`src/rtl/cpu_pkg.sv`:
```
// Shared CPU definitions: hazard controller state encoding, default sizing
// constants and the control word that bubble/flush consumers load.
package cpu_pkg;

    typedef enum logic [1:0] {
        RUN      = 2'd0,
        MEM_WAIT = 2'd1,
        HALTED   = 2'd2,
        ERROR    = 2'd3
    } hazard_state_t;

    localparam int DEFAULT_MEM_TIMEOUT = 255;
    localparam int DEFAULT_CNT_WIDTH   = 16;

    // All-zero control word: no register write, no memory access, no branch.
    localparam logic [15:0] NOP_CTRL_WORD = 16'h0000;

    // Bits needed for the watchdog to represent MEM_TIMEOUT itself.
    function automatic int wdWidth(input int timeout);
        return (timeout < 1) ? 1 : $clog2(timeout + 1);
    endfunction

endpackage

```
`src/rtl/hazard_ctrl_if.sv`:
```
// Bundle between the pipeline (master) and the hazard controller (slave):
// hazard requests in, pipeline-register enables and perf counters out.
import cpu_pkg::*;

interface hazard_ctrl_if #(
    parameter int CNT_WIDTH = DEFAULT_CNT_WIDTH
);
    logic                 forwardStall;
    logic                 redirect;
    logic                 memBusy;
    logic                 hlt_WB;
    logic                 stall_IF_ID;
    logic                 bubble_ID_EX;
    logic                 flush_IF_ID;
    logic                 flush_ID_EX;
    logic                 freeze_all;
    logic                 halted;
    logic                 memError;
    logic [CNT_WIDTH-1:0] stallCount;
    logic [CNT_WIDTH-1:0] flushCount;

    modport master (
        output forwardStall, redirect, memBusy, hlt_WB,
        input  stall_IF_ID, bubble_ID_EX, flush_IF_ID, flush_ID_EX,
               freeze_all, halted, memError, stallCount, flushCount
    );

    modport slave (
        input  forwardStall, redirect, memBusy, hlt_WB,
        output stall_IF_ID, bubble_ID_EX, flush_IF_ID, flush_ID_EX,
               freeze_all, halted, memError, stallCount, flushCount
    );
endinterface

```
`src/rtl/sat_counter.sv`:
```
// Saturating up-counter with synchronous clear; sticks at all-ones.
import cpu_pkg::*;

module sat_counter #(
    parameter int WIDTH = 8
) (
    input  logic             clk,
    input  logic             rst_n,
    input  logic             i_clear,
    input  logic             i_inc,
    output logic [WIDTH-1:0] o_count
);
    logic [WIDTH-1:0] r_count;

    // Clear wins over increment; increment stops once every bit is set.
    always_ff @(posedge clk) begin
        if (!rst_n || i_clear) begin
            r_count <= '0;
        end else if (i_inc && (r_count != '1)) begin
            r_count <= r_count + WIDTH'(1);
        end
    end

    assign o_count = r_count;
endmodule

```
`src/rtl/hazard_ctrl.sv`:
```
// Pipeline hazard/stall controller: arbitrates halt, data-memory wait,
// branch redirect and load-use stall into pipeline-register enables,
// with saturating perf counters and a data-memory watchdog.
import cpu_pkg::*;

module hazard_ctrl #(
    parameter int MEM_TIMEOUT = DEFAULT_MEM_TIMEOUT,
    parameter int CNT_WIDTH   = DEFAULT_CNT_WIDTH
) (
    input  logic          clk,
    input  logic          rst_n,
    hazard_ctrl_if.slave  bus
);
    localparam int WD_WIDTH = wdWidth(MEM_TIMEOUT);

    hazard_state_t        r_state;
    hazard_state_t        w_nextState;
    logic                 w_stall;
    logic                 w_bubble;
    logic                 w_flushIF;
    logic                 w_flushID;
    logic                 w_freeze;
    logic                 w_halted;
    logic                 w_memError;
    logic                 w_stallInc;
    logic                 w_flushInc;
    logic                 w_wdInc;
    logic                 w_wdClear;
    logic [WD_WIDTH-1:0]  w_wdCount;
    logic [CNT_WIDTH-1:0] w_stallCount;
    logic [CNT_WIDTH-1:0] w_flushCount;

    // State register; reset always returns to RUN.
    always_ff @(posedge clk) begin
        if (!rst_n) begin
            r_state <= RUN;
        end else begin
            r_state <= w_nextState;
        end
    end

    // Next state, control enables and counter strobes. A MEM_WAIT cycle in
    // which memory finished is handled exactly like a RUN cycle. Every
    // memory-freeze cycle, including the one that enters MEM_WAIT, counts
    // as a stall cycle.
    always_comb begin
        w_nextState = r_state;
        w_stall     = 1'b0;
        w_bubble    = 1'b0;
        w_flushIF   = 1'b0;
        w_flushID   = 1'b0;
        w_freeze    = 1'b0;
        w_halted    = 1'b0;
        w_memError  = 1'b0;
        w_stallInc  = 1'b0;
        w_flushInc  = 1'b0;
        w_wdInc     = 1'b0;
        w_wdClear   = 1'b0;
        case (r_state)
            RUN, MEM_WAIT: begin
                if ((r_state == MEM_WAIT) && bus.memBusy) begin
                    w_freeze   = 1'b1;
                    w_stallInc = 1'b1;
                    w_wdInc    = 1'b1;
                    if (w_wdCount == WD_WIDTH'(MEM_TIMEOUT)) begin
                        w_nextState = ERROR;
                    end
                end else if (bus.hlt_WB) begin
                    w_wdClear   = 1'b1;
                    w_nextState = HALTED;
                end else if (bus.memBusy) begin
                    w_freeze    = 1'b1;
                    w_stallInc  = 1'b1;
                    w_wdInc     = 1'b1;
                    w_nextState = MEM_WAIT;
                end else begin
                    w_wdClear   = 1'b1;
                    w_nextState = RUN;
                    if (bus.redirect) begin
                        w_flushIF  = 1'b1;
                        w_flushID  = 1'b1;
                        w_flushInc = 1'b1;
                    end else if (bus.forwardStall) begin
                        w_stall    = 1'b1;
                        w_bubble   = 1'b1;
                        w_stallInc = 1'b1;
                    end
                end
            end
            HALTED: begin
                w_freeze = 1'b1;
                w_halted = 1'b1;
            end
            ERROR: begin
                w_freeze   = 1'b1;
                w_halted   = 1'b1;
                w_memError = 1'b1;
            end
            default: begin
                w_nextState = RUN;
            end
        endcase
    end

    sat_counter #(.WIDTH(CNT_WIDTH)) u_stallCnt (
        .clk     (clk),
        .rst_n   (rst_n),
        .i_clear (1'b0),
        .i_inc   (w_stallInc),
        .o_count (w_stallCount)
    );

    sat_counter #(.WIDTH(CNT_WIDTH)) u_flushCnt (
        .clk     (clk),
        .rst_n   (rst_n),
        .i_clear (1'b0),
        .i_inc   (w_flushInc),
        .o_count (w_flushCount)
    );

    sat_counter #(.WIDTH(WD_WIDTH)) u_watchdog (
        .clk     (clk),
        .rst_n   (rst_n),
        .i_clear (w_wdClear),
        .i_inc   (w_wdInc),
        .o_count (w_wdCount)
    );

    assign bus.stall_IF_ID  = rst_n & w_stall;
    assign bus.bubble_ID_EX = rst_n & w_bubble;
    assign bus.flush_IF_ID  = rst_n & w_flushIF;
    assign bus.flush_ID_EX  = rst_n & w_flushID;
    assign bus.freeze_all   = rst_n & w_freeze;
    assign bus.halted       = rst_n & w_halted;
    assign bus.memError     = rst_n & w_memError;
    assign bus.stallCount   = rst_n ? w_stallCount : '0;
    assign bus.flushCount   = rst_n ? w_flushCount : '0;
endmodule
```
`src/flat_wrapper.sv`:
```
// flat-port wrapper written by rule: the top's interface ports become plain ports
module hazard_ctrl_flat 
#(
    parameter int MEM_TIMEOUT = DEFAULT_MEM_TIMEOUT,
    parameter int CNT_WIDTH   = DEFAULT_CNT_WIDTH
)
  (clk, rst_n, bus_forwardStall, bus_redirect, bus_memBusy, bus_hlt_WB, bus_stall_IF_ID, bus_bubble_ID_EX, bus_flush_IF_ID, bus_flush_ID_EX, bus_freeze_all, bus_halted, bus_memError, bus_stallCount, bus_flushCount);
  hazard_ctrl_if #(.CNT_WIDTH(CNT_WIDTH)) bus_i ();
  input  logic clk;
  input  logic rst_n;
  input wire logic [$bits(bus_i.forwardStall)-1:0] bus_forwardStall;
  input wire logic [$bits(bus_i.redirect)-1:0] bus_redirect;
  input wire logic [$bits(bus_i.memBusy)-1:0] bus_memBusy;
  input wire logic [$bits(bus_i.hlt_WB)-1:0] bus_hlt_WB;
  output wire logic [$bits(bus_i.stall_IF_ID)-1:0] bus_stall_IF_ID;
  output wire logic [$bits(bus_i.bubble_ID_EX)-1:0] bus_bubble_ID_EX;
  output wire logic [$bits(bus_i.flush_IF_ID)-1:0] bus_flush_IF_ID;
  output wire logic [$bits(bus_i.flush_ID_EX)-1:0] bus_flush_ID_EX;
  output wire logic [$bits(bus_i.freeze_all)-1:0] bus_freeze_all;
  output wire logic [$bits(bus_i.halted)-1:0] bus_halted;
  output wire logic [$bits(bus_i.memError)-1:0] bus_memError;
  output wire logic [$bits(bus_i.stallCount)-1:0] bus_stallCount;
  output wire logic [$bits(bus_i.flushCount)-1:0] bus_flushCount;
  assign bus_i.forwardStall = bus_forwardStall;
  assign bus_i.redirect = bus_redirect;
  assign bus_i.memBusy = bus_memBusy;
  assign bus_i.hlt_WB = bus_hlt_WB;
  assign bus_stall_IF_ID = bus_i.stall_IF_ID;
  assign bus_bubble_ID_EX = bus_i.bubble_ID_EX;
  assign bus_flush_IF_ID = bus_i.flush_IF_ID;
  assign bus_flush_ID_EX = bus_i.flush_ID_EX;
  assign bus_freeze_all = bus_i.freeze_all;
  assign bus_halted = bus_i.halted;
  assign bus_memError = bus_i.memError;
  assign bus_stallCount = bus_i.stallCount;
  assign bus_flushCount = bus_i.flushCount;
  hazard_ctrl #(.MEM_TIMEOUT(MEM_TIMEOUT), .CNT_WIDTH(CNT_WIDTH)) u_core (.clk(clk), .rst_n(rst_n), .bus(bus_i));
endmodule
```
`config.mk`:
```
export PLATFORM = sky130hd
export DESIGN_NAME = hazard_ctrl_flat
export DESIGN_NICKNAME = d
export VERILOG_FILES = /design/src/rtl/cpu_pkg.sv /design/src/rtl/hazard_ctrl_if.sv /design/src/rtl/sat_counter.sv /design/src/rtl/hazard_ctrl.sv /design/src/flat_wrapper.sv
export SDC_FILE = /design/constraint.sdc
export NUM_CORES = 1
export LEC_CHECK = 0
export BUFFER_PORTS_ARGS = -buffer_cell sky130_fd_sc_hd__buf_2
export CAP_MARGIN = 20
export CELL_PAD_IN_SITES_DETAIL_PLACEMENT = 0
export CELL_PAD_IN_SITES_GLOBAL_PLACEMENT = 2
export CORE_ASPECT_RATIO = 1.1
export CORE_UTILIZATION = 29
export CTS_CLUSTER_SIZE = 12
export DETAILED_ROUTE_END_ITERATION = 6
export PLACE_DENSITY = 0.8
export SETUP_SLACK_MARGIN = 0.02
export SYNTH_ARGS = -nofsm -noshare
export SYNTH_HDL_FRONTEND = slang
export SYNTH_SLANG_ARGS = --single-unit
```
`constraint.sdc`:
```
create_clock -name clk -period 2.3 [get_ports clk]
set_input_delay 0.115 -clock clk [delete_from_list [all_inputs] [get_ports clk]]
set_output_delay 0.115 -clock clk [all_outputs]
set_load 0.01 [all_outputs]
```
==> impl_metrics.toml <==
[cts]
clk_pin_slew_ns = 0.09
cts_setup_buffers = 0
cts_resized = 0
root_buffer = "clkbuf_8"
clkSinkCount = 42
htree_num_levels = 2
numCtsBuffers = 5
clk_latency_ns = 0.30
hold_buffers = 0
clockBufferDepth = 2
cts_tree = "done"

[layout]
diodes = 0
regArea_um2 = 841
final_common_cell = "buf_2"
fillers = 885
mostFrequentLayoutCells = "buf_2 (44), dfxtp_1 (42), and2_1 (33)"
syn2layout_area_growth_pct = 18.8
nets = 352
multi_input_area_um2 = 1460
fin_area_um2 = 2860
final_util_pct = 35.8
drive_above_1_share_pct = 26.2

[setup_path]
cp_cell_sequence = "or4b_1 -> or4_4 -> or4_1 -> a21oi_1"
cp-start-kind = "flip-flop"
worstPathMaxFanout = 6
critPathKind = "flip-flop to flip-flop"
timing.rr.start = "u_core.r_state[1]$_SDFFE_PN0P_"
crit_slowest_cell = "or4b_1"
endpoint_kind = "flip-flop"
max_stage_delay_ns = 0.56
crit_required_ns = 2.53
critPathArrivalTime_ns = 2.33
r2r_cells = 4
r2r_slack_ns = 0.20
worstReg2RegEnd = "u_core.u_flushCnt.o_count[9]$_SDFFE_PN0P_"

[route]
drt-wirelength-per-cell_um = 13.2
drc = 0
drtIter0Drc = 61
wl_um = 5960
postRouteAntennaNets = 0
first_pass_iters = 6
routed_via_density = 5.16
num_vias = 2331

[global_route]
grt_max_degree = 22
grt_pass1_wl_um = 9890
antenna_found_initial = 0
grt-ovfl-total = 0
grt_pass1_vias = 2014
track_usage_pct = 14.4

[synthesis]
synth_cell_types = 44
synthFlopType = "dfxtp_1"
yosys_warnings = 0
syn_nets = 307
synth-seq-cells = 42
synth-seq-area-share_pct = 34.9
synth_edf_count = 0
synth_cells = 298
synth.avg_cell_area_um2 = 8.08
synth.cell_area_um2 = 2410
async_reset_ff_share_pct = 0

[power]
total_power_w = 0.00134
p_sw_share_pct = 24.9
p_switching_w = 0.000335
ir_drop_mv = 0.175
p_seq_share_pct = 55.0
leakage_nw = 1.12
powerDensity_nw_per_um2 = 470
p_int_w = 0.00101
pwr-share-comb_pct = 7.3
power_frac_clock_pct = 37.7

[min_path]
holdPathStages = 2
worstHoldPathType = "input port to flip-flop"
min_from = "rst_n"
hold_end = "u_core.r_state[0]$_SDFFE_PN0P_"

[sta]
slew_viol_final = 0
finalWorstSetupSlack_ns = 0.197
fin_tns_setup_ns = 0
rsz0062_at_grt = "no"
fin_worst_skew_ns = 0.0106
worst_slew_pin_slew_ns = 0.501
fin_crit_ns = 2.10
finalHoldViolCount = 0
min_period_over_period_pct = 91.5
setup-violations-final = 0
slew-limit-headroom_pct = 66.4
max_clock_freq_mhz = 475

[floorplan]
die_h_um = 97.6
die_area_um2 = 8670
rows = 34
die_w_um = 88.9
io_pins = 45
coreArea_um2 = 8000
start_util_pct = 30.1

[run_status]
status = "completed"

[placed_design]
port-buffer-count = 44
place_ws_ns = 0.227
dpl_cell_area_um2 = 2770
dpl.hpwl_um = 4310
gp_congestion = 0.743

[flow_run]
cap_violations = 0
[worst max path at each step]
stage,startpoint,endpoint,cells past startpoint
after floorplan,u_core.r_state[1]$_SDFFE_PN0P_,u_core.u_flushCnt.o_count[9]$_SDFFE_PN0P_,6
after global routing,u_core.r_state[1]$_SDFFE_PN0P_,u_core.u_flushCnt.o_count[9]$_SDFFE_PN0P_,4
after CTS,u_core.r_state[1]$_SDFFE_PN0P_,u_core.u_flushCnt.o_count[10]$_SDFFE_PN0P_,5
after global placement,u_core.r_state[1]$_SDFFE_PN0P_,u_core.u_flushCnt.o_count[10]$_SDFFE_PN0P_,5
after detailed placement,u_core.r_state[1]$_SDFFE_PN0P_,u_core.u_flushCnt.o_count[10]$_SDFFE_PN0P_,5
final,u_core.r_state[1]$_SDFFE_PN0P_,u_core.u_flushCnt.o_count[9]$_SDFFE_PN0P_,4
[worst max-delay path, delay by kind of cell (launching register included)]
family           cells  cell delay (ns)
flip-flops           1             0.31
AO/OA/AOI/OAI        1             0.14
AND/OR/NAND/NOR      3             1.57
[metrics by stage]
stage / hold WS [ns] / instances
after floorplan: 0.356 / 298
after global placement: 0.463 / 444
after detailed placement: 0.467 / 444
after CTS: 0.195 / 452
after global routing: 0.205 / 452
final: 0.193 / 452
[synthesized netlist by cell type, types with 2 or more instances]
master	count	area, um^2
a21oi_1	20	100
and2_1	33	206
and3_1	4	25.0
and4_1	3	26.3
buf_4	2	15.0
buf_6	2	22.5
clkbuf_1	11	41.3
dfxtp_1	42	841
ha_1	3	37.5
inv_1	5	18.8
mux2_2	18	203
nand2_1	21	78.8
nand2b_1	2	12.5
nand3_1	14	70.1
nand4_1	10	62.6
nor2_1	27	101
nor3_1	10	50.1
nor3b_1	2	15.0
nor4_1	12	75.1
nor4b_1	2	17.5
o21ai_0	10	50.1
o31ai_1	10	75.1
or3_1	7	43.8
or4_1	8	60.1
[cell type report]
| class | instances | share of cell area (%) |
|---|---|---|
| Multi-Input combinational cell | 233 | 51.2 |
| Sequential cell | 42 | 29.4 |
| Timing Repair Buffer | 55 | 10.6 |
| Tap cell | 108 | 4.72 |
| Clock buffer | 6 | 2.89 |
| Inverter | 6 | 0.787 |
| Clock inverter | 2 | 0.437 |
[registers in the layout (all words and copies together) (netlist names)]
name                       count
u_core.u_flushCnt.o_count     16
u_core.u_stallCnt.o_count     16
u_core.u_watchdog.o_count      8
u_core.r_state                 2
[metal layers]
layer	GRT usage [%]	part of all wire (%)
met5	0	0
met4	4.47	1.3
met3	2.80	4.2
met2	22.5	47
met1	19.9	48
[cells by family (layout without fill, tap and decap cells)]
logic type      after synthesis  count (layout)  synth area share, %
compound gates               47              47                 11.9
fa+ha+maj                     3               3                 1.56
mux                          18              18                 8.42
simple gates                165             165                 38.7
flops                        42              42                 34.9
buf+inv                      23              69                 4.57
[power by group through the flow]
stage | clock, W | sequential [W] | combinational [W]
6_report | 0.000507 | 0.000740 | 0.0000978
2_1_floorplan | 0 | 0.000755 | 0.0000679
3_5_place_dp | 0 | 0.000757 | 0.0000991
3_3_place_gp | 0 | 0.000757 | 0.0000984
5_1_grt | 0.000571 | 0.000741 | 0.000112
4_1_cts | 0.000536 | 0.000740 | 0.0000994
(Power assumes the default switching activity.)
